File: src/rtl/session_timer_ctrl.sv
// -----------------------------------------------------------------------------
// session_timer_ctrl
//
// Countdown sequencer for the trainer's three-digit BCD session time. A start
// request loads the digits (clamping each nibble to 9). A free prescaler then
// produces a tick every TICK_DIV RUN cycles, and each tick decrements the
// digits through a BCD borrow chain. Reaching 000 gives a one-cycle EXPIRE
// state, which drives the `done` pulse.
//
// Build option: define SESSION_TIMER_WARN_EN to build the low-time warning
// comparator. Without it, `warn` is tied low.
//
// Ports
//   clk        clock, all logic on the rising edge
//   rst        asynchronous, active-high reset
//   start      one-cycle request: load load_val and run (ignored in EXPIRE)
//   pause      one-cycle request: toggle RUN <-> PAUSE
//   clear      one-cycle request: abort to IDLE, zero digits
//   load_val   BCD load value {hundreds, tens, ones}
//   digits     current BCD count (registered)
//   running    high in RUN
//   paused     high in PAUSE
//   tick       one-cycle pulse, coincident with each decremented value
//   done       one-cycle pulse on expiry (the EXPIRE cycle)
//   warn       low-time warning (digits <= 010 while RUN or PAUSE)
// -----------------------------------------------------------------------------
module session_timer_ctrl #(
  parameter int unsigned TICK_DIV = 1000
) (
  input  logic        clk,
  input  logic        rst,
  input  logic        start,
  input  logic        pause,
  input  logic        clear,
  input  logic [11:0] load_val,
  output logic [11:0] digits,
  output logic        running,
  output logic        paused,
  output logic        tick,
  output logic        done,
  output logic        warn
);

  localparam int unsigned PW = $clog2(TICK_DIV);
  localparam logic [PW-1:0] PRESC_MAX = PW'(TICK_DIV - 1);

  typedef enum logic [1:0] {
    S_IDLE   = 2'd0,
    S_RUN    = 2'd1,
    S_PAUSE  = 2'd2,
    S_EXPIRE = 2'd3
  } state_t;

  state_t        state_q, state_d;
  logic [11:0]   digits_q, digits_d;
  logic [PW-1:0] presc_q, presc_d;
  logic          tick_q, tick_d;

  logic [11:0]   load_clamped;
  logic [11:0]   digits_dec;
  logic          tick_edge;

  function automatic logic [3:0] clamp_nib(input logic [3:0] n);
    return (n > 4'd9) ? 4'd9 : n;
  endfunction

  // BCD decrement: a zero digit wraps to 9 and borrows from the next digit up.
  function automatic logic [11:0] bcd_dec(input logic [11:0] v);
    logic [3:0] h, t, o;
    logic       b;
    {h, t, o} = v;
    b = (o == 4'd0);
    o = b ? 4'd9 : o - 4'd1;
    if (b) begin
      b = (t == 4'd0);
      t = b ? 4'd9 : t - 4'd1;
      if (b) h = h - 4'd1;
    end
    return {h, t, o};
  endfunction

  assign load_clamped = {clamp_nib(load_val[11:8]), clamp_nib(load_val[7:4]),
                         clamp_nib(load_val[3:0])};
  assign digits_dec   = bcd_dec(digits_q);
  assign tick_edge    = (state_q == S_RUN) && (presc_q == PRESC_MAX);

  // NOTE: every signal this block writes gets a default first, so no path can
  // leave it unassigned and infer a latch.
  always_comb begin
    state_d  = state_q;
    digits_d = digits_q;
    presc_d  = presc_q;
    tick_d   = 1'b0;

    if (clear) begin
      state_d  = S_IDLE;
      digits_d = 12'h000;
      presc_d  = '0;
    end else if (start && (state_q != S_EXPIRE)) begin
      digits_d = load_clamped;
      presc_d  = '0;
      state_d  = (load_clamped == 12'h000) ? S_EXPIRE : S_RUN;
    end else begin
      unique case (state_q)
        S_IDLE: presc_d = '0;
        S_RUN: begin
          if (tick_edge) begin
            presc_d  = '0;
            digits_d = digits_dec;
            tick_d   = 1'b1;
          end else begin
            presc_d = presc_q + PW'(1);
          end
          // On an expiring tick, expiry takes precedence over a pause request.
          if (tick_edge && (digits_dec == 12'h000)) state_d = S_EXPIRE;
          else if (pause)                           state_d = S_PAUSE;
        end
        // The prescaler holds here, so a resume continues the partial tick.
        S_PAUSE:  if (pause) state_d = S_RUN;
        S_EXPIRE: state_d = S_IDLE;
        default: begin
          state_d = S_IDLE;
          presc_d = '0;
        end
      endcase
    end
  end

  // NOTE: state registers use non-blocking assignments so every flop samples
  // the pre-edge value of the others, matching real hardware.
  always_ff @(posedge clk or posedge rst) begin
    if (rst) begin
      state_q  <= S_IDLE;
      digits_q <= 12'h000;
      presc_q  <= '0;
      tick_q   <= 1'b0;
    end else begin
      state_q  <= state_d;
      digits_q <= digits_d;
      presc_q  <= presc_d;
      tick_q   <= tick_d;
    end
  end

`ifdef SESSION_TIMER_WARN_EN
  logic warn_q, warn_d;

  // Plain binary compare is valid on BCD because BCD ordering is monotonic.
  always_comb begin
    warn_d = ((state_d == S_RUN) || (state_d == S_PAUSE)) && (digits_d <= 12'h010);
  end

  always_ff @(posedge clk or posedge rst) begin
    if (rst) warn_q <= 1'b0;
    else     warn_q <= warn_d;
  end

  assign warn = warn_q;
`else
  assign warn = 1'b0;
`endif

  // Status outputs decode the state register directly, so they stay registered.
  assign digits  = digits_q;
  assign tick    = tick_q;
  assign running = (state_q == S_RUN);
  assign paused  = (state_q == S_PAUSE);
  assign done    = (state_q == S_EXPIRE);

endmodule

File: config.mk
export PLATFORM = sky130hd
export DESIGN_NAME = session_timer_ctrl
export DESIGN_NICKNAME = d
export VERILOG_FILES = /design/src/rtl/session_timer_ctrl.sv
export SDC_FILE = /design/constraint.sdc
export NUM_CORES = 1
export LEC_CHECK = 0
export CAP_MARGIN = 25
export CORE_ASPECT_RATIO = 1.5
export CORE_MARGIN = 3
export CORE_UTILIZATION = 40
export DETAILED_ROUTE_END_ITERATION = 8
export PLACE_DENSITY_LB_ADDON = 0.1
export SLEW_MARGIN = 10
export SYNTH_ARGS = -nofsm -noshare
export SYNTH_HDL_FRONTEND = slang
export SYNTH_SLANG_ARGS = --single-unit
File: constraint.sdc
create_clock -name clk -period 3.8 [get_ports clk]
set_clock_uncertainty 0.15 [all_clocks]
set_input_delay 0.76 -clock clk [delete_from_list [all_inputs] [get_ports clk]]
set_output_delay 0.76 -clock clk [all_outputs]
set_load 0.005 [all_outputs]
# After elaboration in Yosys (flattened, before gate mapping)
# Cells that the tools add are included.
dict set report totals {
  ff_bits 25
  inputBits 17
  out_inout_bits 17
}
dict set report op_classes {
  n_eq_ne 7
  reduce_logical 14
  add_sub_neg 4
  n_lt_le_gt_ge 3
  muxes 27
}
# operator count
set op_table {}
lappend op_table {{12-bit 2-to-1 mux} 4}
lappend op_table {{4-bit 2-to-1 mux} 8}
lappend op_table {{10-bit 2-to-1 mux} 3}
lappend op_table {{12-bit logical NOT} 2}
lappend op_table {{10-bit case mux with 2 select lines} 1}
lappend op_table {{4-bit greater-than comparator, second input constant} 3}
lappend op_table {{2-bit 2-to-1 mux} 6}
lappend op_table {{4-bit by 1-bit subtractor with 4-bit output, second input constant} 3}
lappend op_table {{10-bit by 1-bit adder with 10-bit output, second input constant} 1}
lappend op_table {{10-bit == test, second input constant} 1}
lappend op_table {{4-bit logical NOT} 2}
lappend op_table {{2-bit case mux with 3 select lines} 1}
lappend op_table {{3-bit nonzero test} 2}
lappend op_table {{5-bit by 3-bit inequality test with 1-bit output, second input constant} 1}
lappend op_table {{5-bit nonzero test} 1}
lappend op_table {{2-bit == test, second input constant} 2}
lappend op_table {{1-bit 2-to-1 mux} 4}
lappend op_table {{4-bit by 3-bit inequality test with 1-bit output, second input constant} 1}
lappend op_table {{4-bit nonzero test} 1}
lappend op_table {{1-bit logical AND} 3}
lappend op_table {{3-bit AND reduction} 1}
lappend op_table {{2-bit by 1-bit == test with 1-bit output, second input constant} 1}
lappend op_table {{2-bit logical NOT} 1}
lappend op_table {{2-bit inequality test, second input constant} 1}
lappend op_table {{2-bit AND reduction} 1}

# Logic depth before layout (Yosys ltp)
dict set report depth {
  word_depth 9
  depth_mapped 7
  ltp_nobuf 7
}

# Least setup slack after synthesis
# Ideal clock, no wire load.
dict set report synth_timing {
  kind {input to register}
  start {input start}
  end {register presc_q[4]}
  arrival_time_ps 1901
  path_buffers 1
  cell_stages 6
  required_ps 3554
  setup_time_ps 96
  slack_ps 1653
  cell_sequence {clkbuf_1 -> nor2b_1 -> nor3b_1 -> a21oi_1 -> nand2b_1 -> o31ai_1}
}
dict set report synth_via {
  elab_chain_len 3
  word_cells_on_any_way 4
  cone_classes {mux: 2; reduce/logical: 2}
}
# element line_no
set synth_lines {}
lappend synth_lines {{start, declared} 32} ;# input logic start,
lappend synth_lines {{1-bit logical AND *} 99} ;# end else if (start && (state_q != S_EXPIRE)) begin
lappend synth_lines {{10-bit 2-to-1 mux} 99}
lappend synth_lines {{10-bit 2-to-1 mux} 95} ;# if (clear) begin
lappend synth_lines {{end signal, assigned} 140} ;# presc_q <= presc_d;
lappend synth_lines {{end, declared} 56} ;# logic [PW-1:0] presc_q, presc_d;
# Mark *: on every way between the ends. The rest lies on a longest branch, timed or not.
# A chain may end at the register's enable or synchronous reset.

# Worst setup path after layout
dict set report layout_timing {
  start {input clear}
  end {register presc_q[4]}
}
dict set report layout_via {
  elab_chain_len 1
  word_cells_on_any_way 2
  cone_classes {mux: 1; reduce/logical: 1}
}
# element line_no
set layout_lines {}
lappend layout_lines {{start, declared} 34} ;# input logic clear,
lappend layout_lines {{4-bit nonzero test (no source line) / 10-bit 2-to-1 mux (equally long branches)} n/a}
# Several ways; a longest one is shown, not always the timed one.

==> results.rst <==
.. list-table::
   :header-rows: 1

   * - Metric
     - Value
   * - Post-synthesis instance area
     - approximately 1600 um2
   * - DRT iter0 DRCs
     - 65
   * - Worst setup path startpoint
     - clear
   * - Area inside the core boundary
     - a little under 4000 um2
   * - Power consumption
     - approximately 0.60 mW
   * - Net switching fraction of the power
     - a little under a third
   * - Full die area
     - approximately 5000 um2
   * - Largest buffer count on any clock path
     - 2
   * - Final non-filler cell total
     - around 280
   * - Crit Path Max Fanout
     - 18
   * - Critical path class
     - in -> reg
   * - Leading cell types in the layout, fill and taps excluded
     - sky130_fd_sc_hd__clkdlybuf4s50_1 (32), sky130_fd_sc_hd__dfrtp_1 (25), sky130_fd_sc_hd__nand2_1 (24)
   * - X dimension of the die
     - about 60 um
   * - Number of nets in the final layout
     - 252
   * - Startpoint Class
     - input port
   * - Total nets after synthesis
     - 217
   * - Detailed placement HPWL
     - ~3400 um
   * - Simple-gate share of the synthesized area
     - 30.5%
   * - F_max
     - around 0.38 GHz
   * - Maximum level of the CTS H-tree
     - 1
   * - Most repeated library cell on the critical path
     - sky130_fd_sc_hd__o31ai_1
   * - Max-capacitance violation count
     - 0
   * - Final standard cell utilization of the core
     - 52.9%
   * - Hold Path Origin
     - presc_q[7]
   * - Number of diodes
     - 0
   * - Most common library cell in the layout ignoring fill and taps
     - sky130_fd_sc_hd__clkdlybuf4s50_1
   * - Number of ports placed on the die boundary
     - 34
   * - Sum of buffers and inverters on the critical path
     - 1
   * - Place WS
     - 0.932 ns
   * - Routed length per placed instance
     - between 15 and 20 um
   * - Share of cell area taken by muxes after synthesis
     - roughly 1.8%
   * - Path class of the lowest-slack min-delay path
     - reg -> reg
   * - Overall track demand over capacity in global routing
     - about a fifth
   * - Post-synthesis compound-gate area fraction
     - 19.7%
   * - Mean number of vias per cell
     - between 5 and 6
   * - Multi-input logic area
     - slightly below 1000 um2
   * - Sequential Power Share
     - slightly below 50%
   * - Switching component of the power
     - ~0.18 mW
   * - Actual slew at the worst max-slew pin
     - between 0.9 and 1 ns
   * - Outcome
     - complete, no violations
   * - FF+latch area
     - roughly 630 um2
   * - Fin. max-slew vios
     - 0
   * - Ratio of cells with drive above 1 in the final layout
     - 6.03%
   * - Number of enable flip-flop cells after synthesis
     - 0
   * - Post-route antenna net violation count
     - 0
   * - Static leakage
     - ~0.8 nW
   * - Required time at the worst-slack endpoint
     - roughly 3.8 ns
   * - Cell Pwr Density
     - ~280 nW/um2
   * - Power share of the clock group
     - approximately 28%
   * - Unrepaired setup endpoints after global routing
     - false
   * - Number of instances in the placed design
     - between 200 and 300
   * - Combinational family with the most area after synthesis
     - simple AND/OR/NAND/NOR gates
   * - Critical-path cell with the highest stage delay
     - sky130_fd_sc_hd__clkdlybuf4s50_1
   * - Slowest stage delay, CP
     - roughly 0.74 ns
   * - Part of the Yosys area used for sequential elements
     - 38.0%
   * - Maximum number of pins on one net before global-route repair
     - 26
   * - Worst VDD drop
     - between 0.15 and 0.2 mV
   * - Fill count
     - roughly 400
   * - Final standard cell area without fillers
     - ~2100 um2
   * - Buffers inserted by post-CTS timing repair
     - 0
   * - Post-CTS clock slew at the launch and capture registers of the worst setup and hold paths
     - around 0.10 ns
   * - Routability-driven placement congestion ratio
     - slightly above 0.8
   * - Initial core utilization
     - around two fifths
   * - Number of hold buffers added after CTS
     - 0
   * - Hold Violations, Final
     - 0
   * - Worst Setup Slack, final
     - ~1.2 ns
   * - First-pass iteration count of the detailed router
     - 4
   * - Headroom to the max-slew limit
     - 35.4%
   * - Arrival time of data at the critical path endpoint
     - ~2.6 ns
   * - Count of state elements after synthesis
     - 25
   * - Total via count after detailed routing
     - around 1,600
   * - Cells resized by post-CTS repair
     - 0
   * - Number of global-route vias before repair
     - around 1,600
   * - Final setup violation count
     - 0
   * - Post-route clock period utilization
     - 68.5%
   * - Drt drc
     - 0
   * - CP Cell Sequence
     - clkdlybuf4s50_1, nor4b_1, o31ai_1, o31ai_1
   * - Clock tree from TritonCTS
     - built
   * - Min cycle time layout
     - around 2.6 ns
   * - Crit. End Element
     - flip-flop
   * - Reg-to-Reg Start
     - presc_q[0]
   * - Distinct cells, synth
     - 49
   * - Num rows
     - 28
   * - Post-Synth XOR/XNOR Area
     - about 4.8%
   * - Final WL
     - approximately 4500 um
   * - Internal Pwr Total
     - 0.416 mW
   * - Number of I/O port buffers
     - 32
   * - Total gr overflow
     - 0
   * - Total negative setup slack
     - 0 ns
   * - Synth Area in Adders
     - approximately 1.5%
   * - Crit-path leading delay family
     - buffers and inverters
   * - Post-Route Hold Slack
     - around 0.40 ns
   * - DIE HEIGHT
     - roughly 85 um
   * - Predominant post-synthesis flop cell
     - sky130_fd_sc_hd__dfrtp_1
   * - Initial antenna violation count
     - 0
   * - Per-instance average area after synthesis
     - 8.32 um2
   * - Sink count of the clock tree
     - 25
   * - Clock latency on the worst-skew pair
     - about 0.28 ns
   * - Area Overhead vs Synth
     - 27.0%
   * - Number of warnings printed during yosys synthesis
     - 0
   * - TritonCTS buffer count
     - 3
   * - Proportion of synthesized flip-flops having asynchronous set or reset
     - 100%
   * - Wire length of the first global-routing pass
     - between 7000 and 8000 um
   * - Dpl cell area
     - between 2000 and 2500 um2
   * - Clock tree root driver cell
     - sky130_fd_sc_hd__clkbuf_8
   * - Cells after synthesis
     - 198
   * - Part of the power in combinational logic
     - between 20 and 25%
## power groups by stage
stage | clock network, mW | registers, mW | logic (mW)
4_1_cts | 0.173 | 0.293 | 0.130
3_3_place_gp | 0 | 0.298 | 0.128
3_5_place_dp | 0 | 0.299 | 0.129
6_report | 0.170 | 0.293 | 0.133
2_1_floorplan | 0 | 0.295 | 0.0690
5_1_grt | 0.180 | 0.296 | 0.146
## sequential cells by signal, indices dropped and copies added, names as in the netlist
register and count:
digits 12, presc_q 10, state_q 2, tick 1
## final timing paths
check,end,slack [ns],cells after the start
setup / recovery,presc_q[4],1.20,4
hold / removal,presc_q[7],0.40,1
setup reg to reg,digits[11],1.26,7
hold reg to reg,presc_q[7],0.40,1
max in group asynchronous,digits[8],2.52,3
min in group asynchronous,digits[1],0.56,2
## logic make-up after synthesis
kind of cell             count (synthesis)
XOR/XNOR                                 9
AND/OR/NAND/NOR                         94
flip-flops                              25
other                                    1
multiplexers                             3
buffers and inverters                   14
AO/OA/AOI/OAI                           50
adder cells (fa/ha/maj)                  2
## cells in the mapped netlist (3+ instances only)
master                      n  share of area [%]
sky130_fd_sc_hd__dfrtp_1   25                 38
sky130_fd_sc_hd__nand2_1   24                5.5
sky130_fd_sc_hd__nor2_1    21                4.8
sky130_fd_sc_hd__o21ai_0   17                5.2
sky130_fd_sc_hd__a21oi_1   10                3.0
sky130_fd_sc_hd__inv_1      8                1.8
sky130_fd_sc_hd__nand3_1    8                2.4
sky130_fd_sc_hd__nor4_1     7                2.7
sky130_fd_sc_hd__nor2b_1    5                1.9
sky130_fd_sc_hd__o31ai_1    5                2.3
sky130_fd_sc_hd__xor2_1     5                2.7
sky130_fd_sc_hd__a211oi_1   4                1.8
sky130_fd_sc_hd__and3_1     4                1.5
sky130_fd_sc_hd__clkbuf_1   4               0.91
sky130_fd_sc_hd__nand2b_1   4                1.5
sky130_fd_sc_hd__xnor2_1    4                2.1
sky130_fd_sc_hd__mux2i_1    3                1.8
sky130_fd_sc_hd__nor3_1     3               0.91
## per-layer routing
| layer | track usage, % | vias up | wire length (um) |
|---|---|---|---|
| met1 | 20.4 | 780 | 1840 |
| met5 | 0 | - | 0 |
| met2 | 34.8 | 49 | 2400 |
| li1 | - | 783 | - |
| met4 | 10.5 | 0 | 99 |
| met3 | 2.92 | 10 | 199 |
## area by class of cell
class,instances,share of cell area (%)
multi-input combinational,159,46.1
sequential,25,29.9
timing repair buffer,36,17.7
tap,45,2.69
clock buffer,3,1.97
inverter,8,1.43
clock inverter,1,0.239
Power figures use the tool's default switching activity.
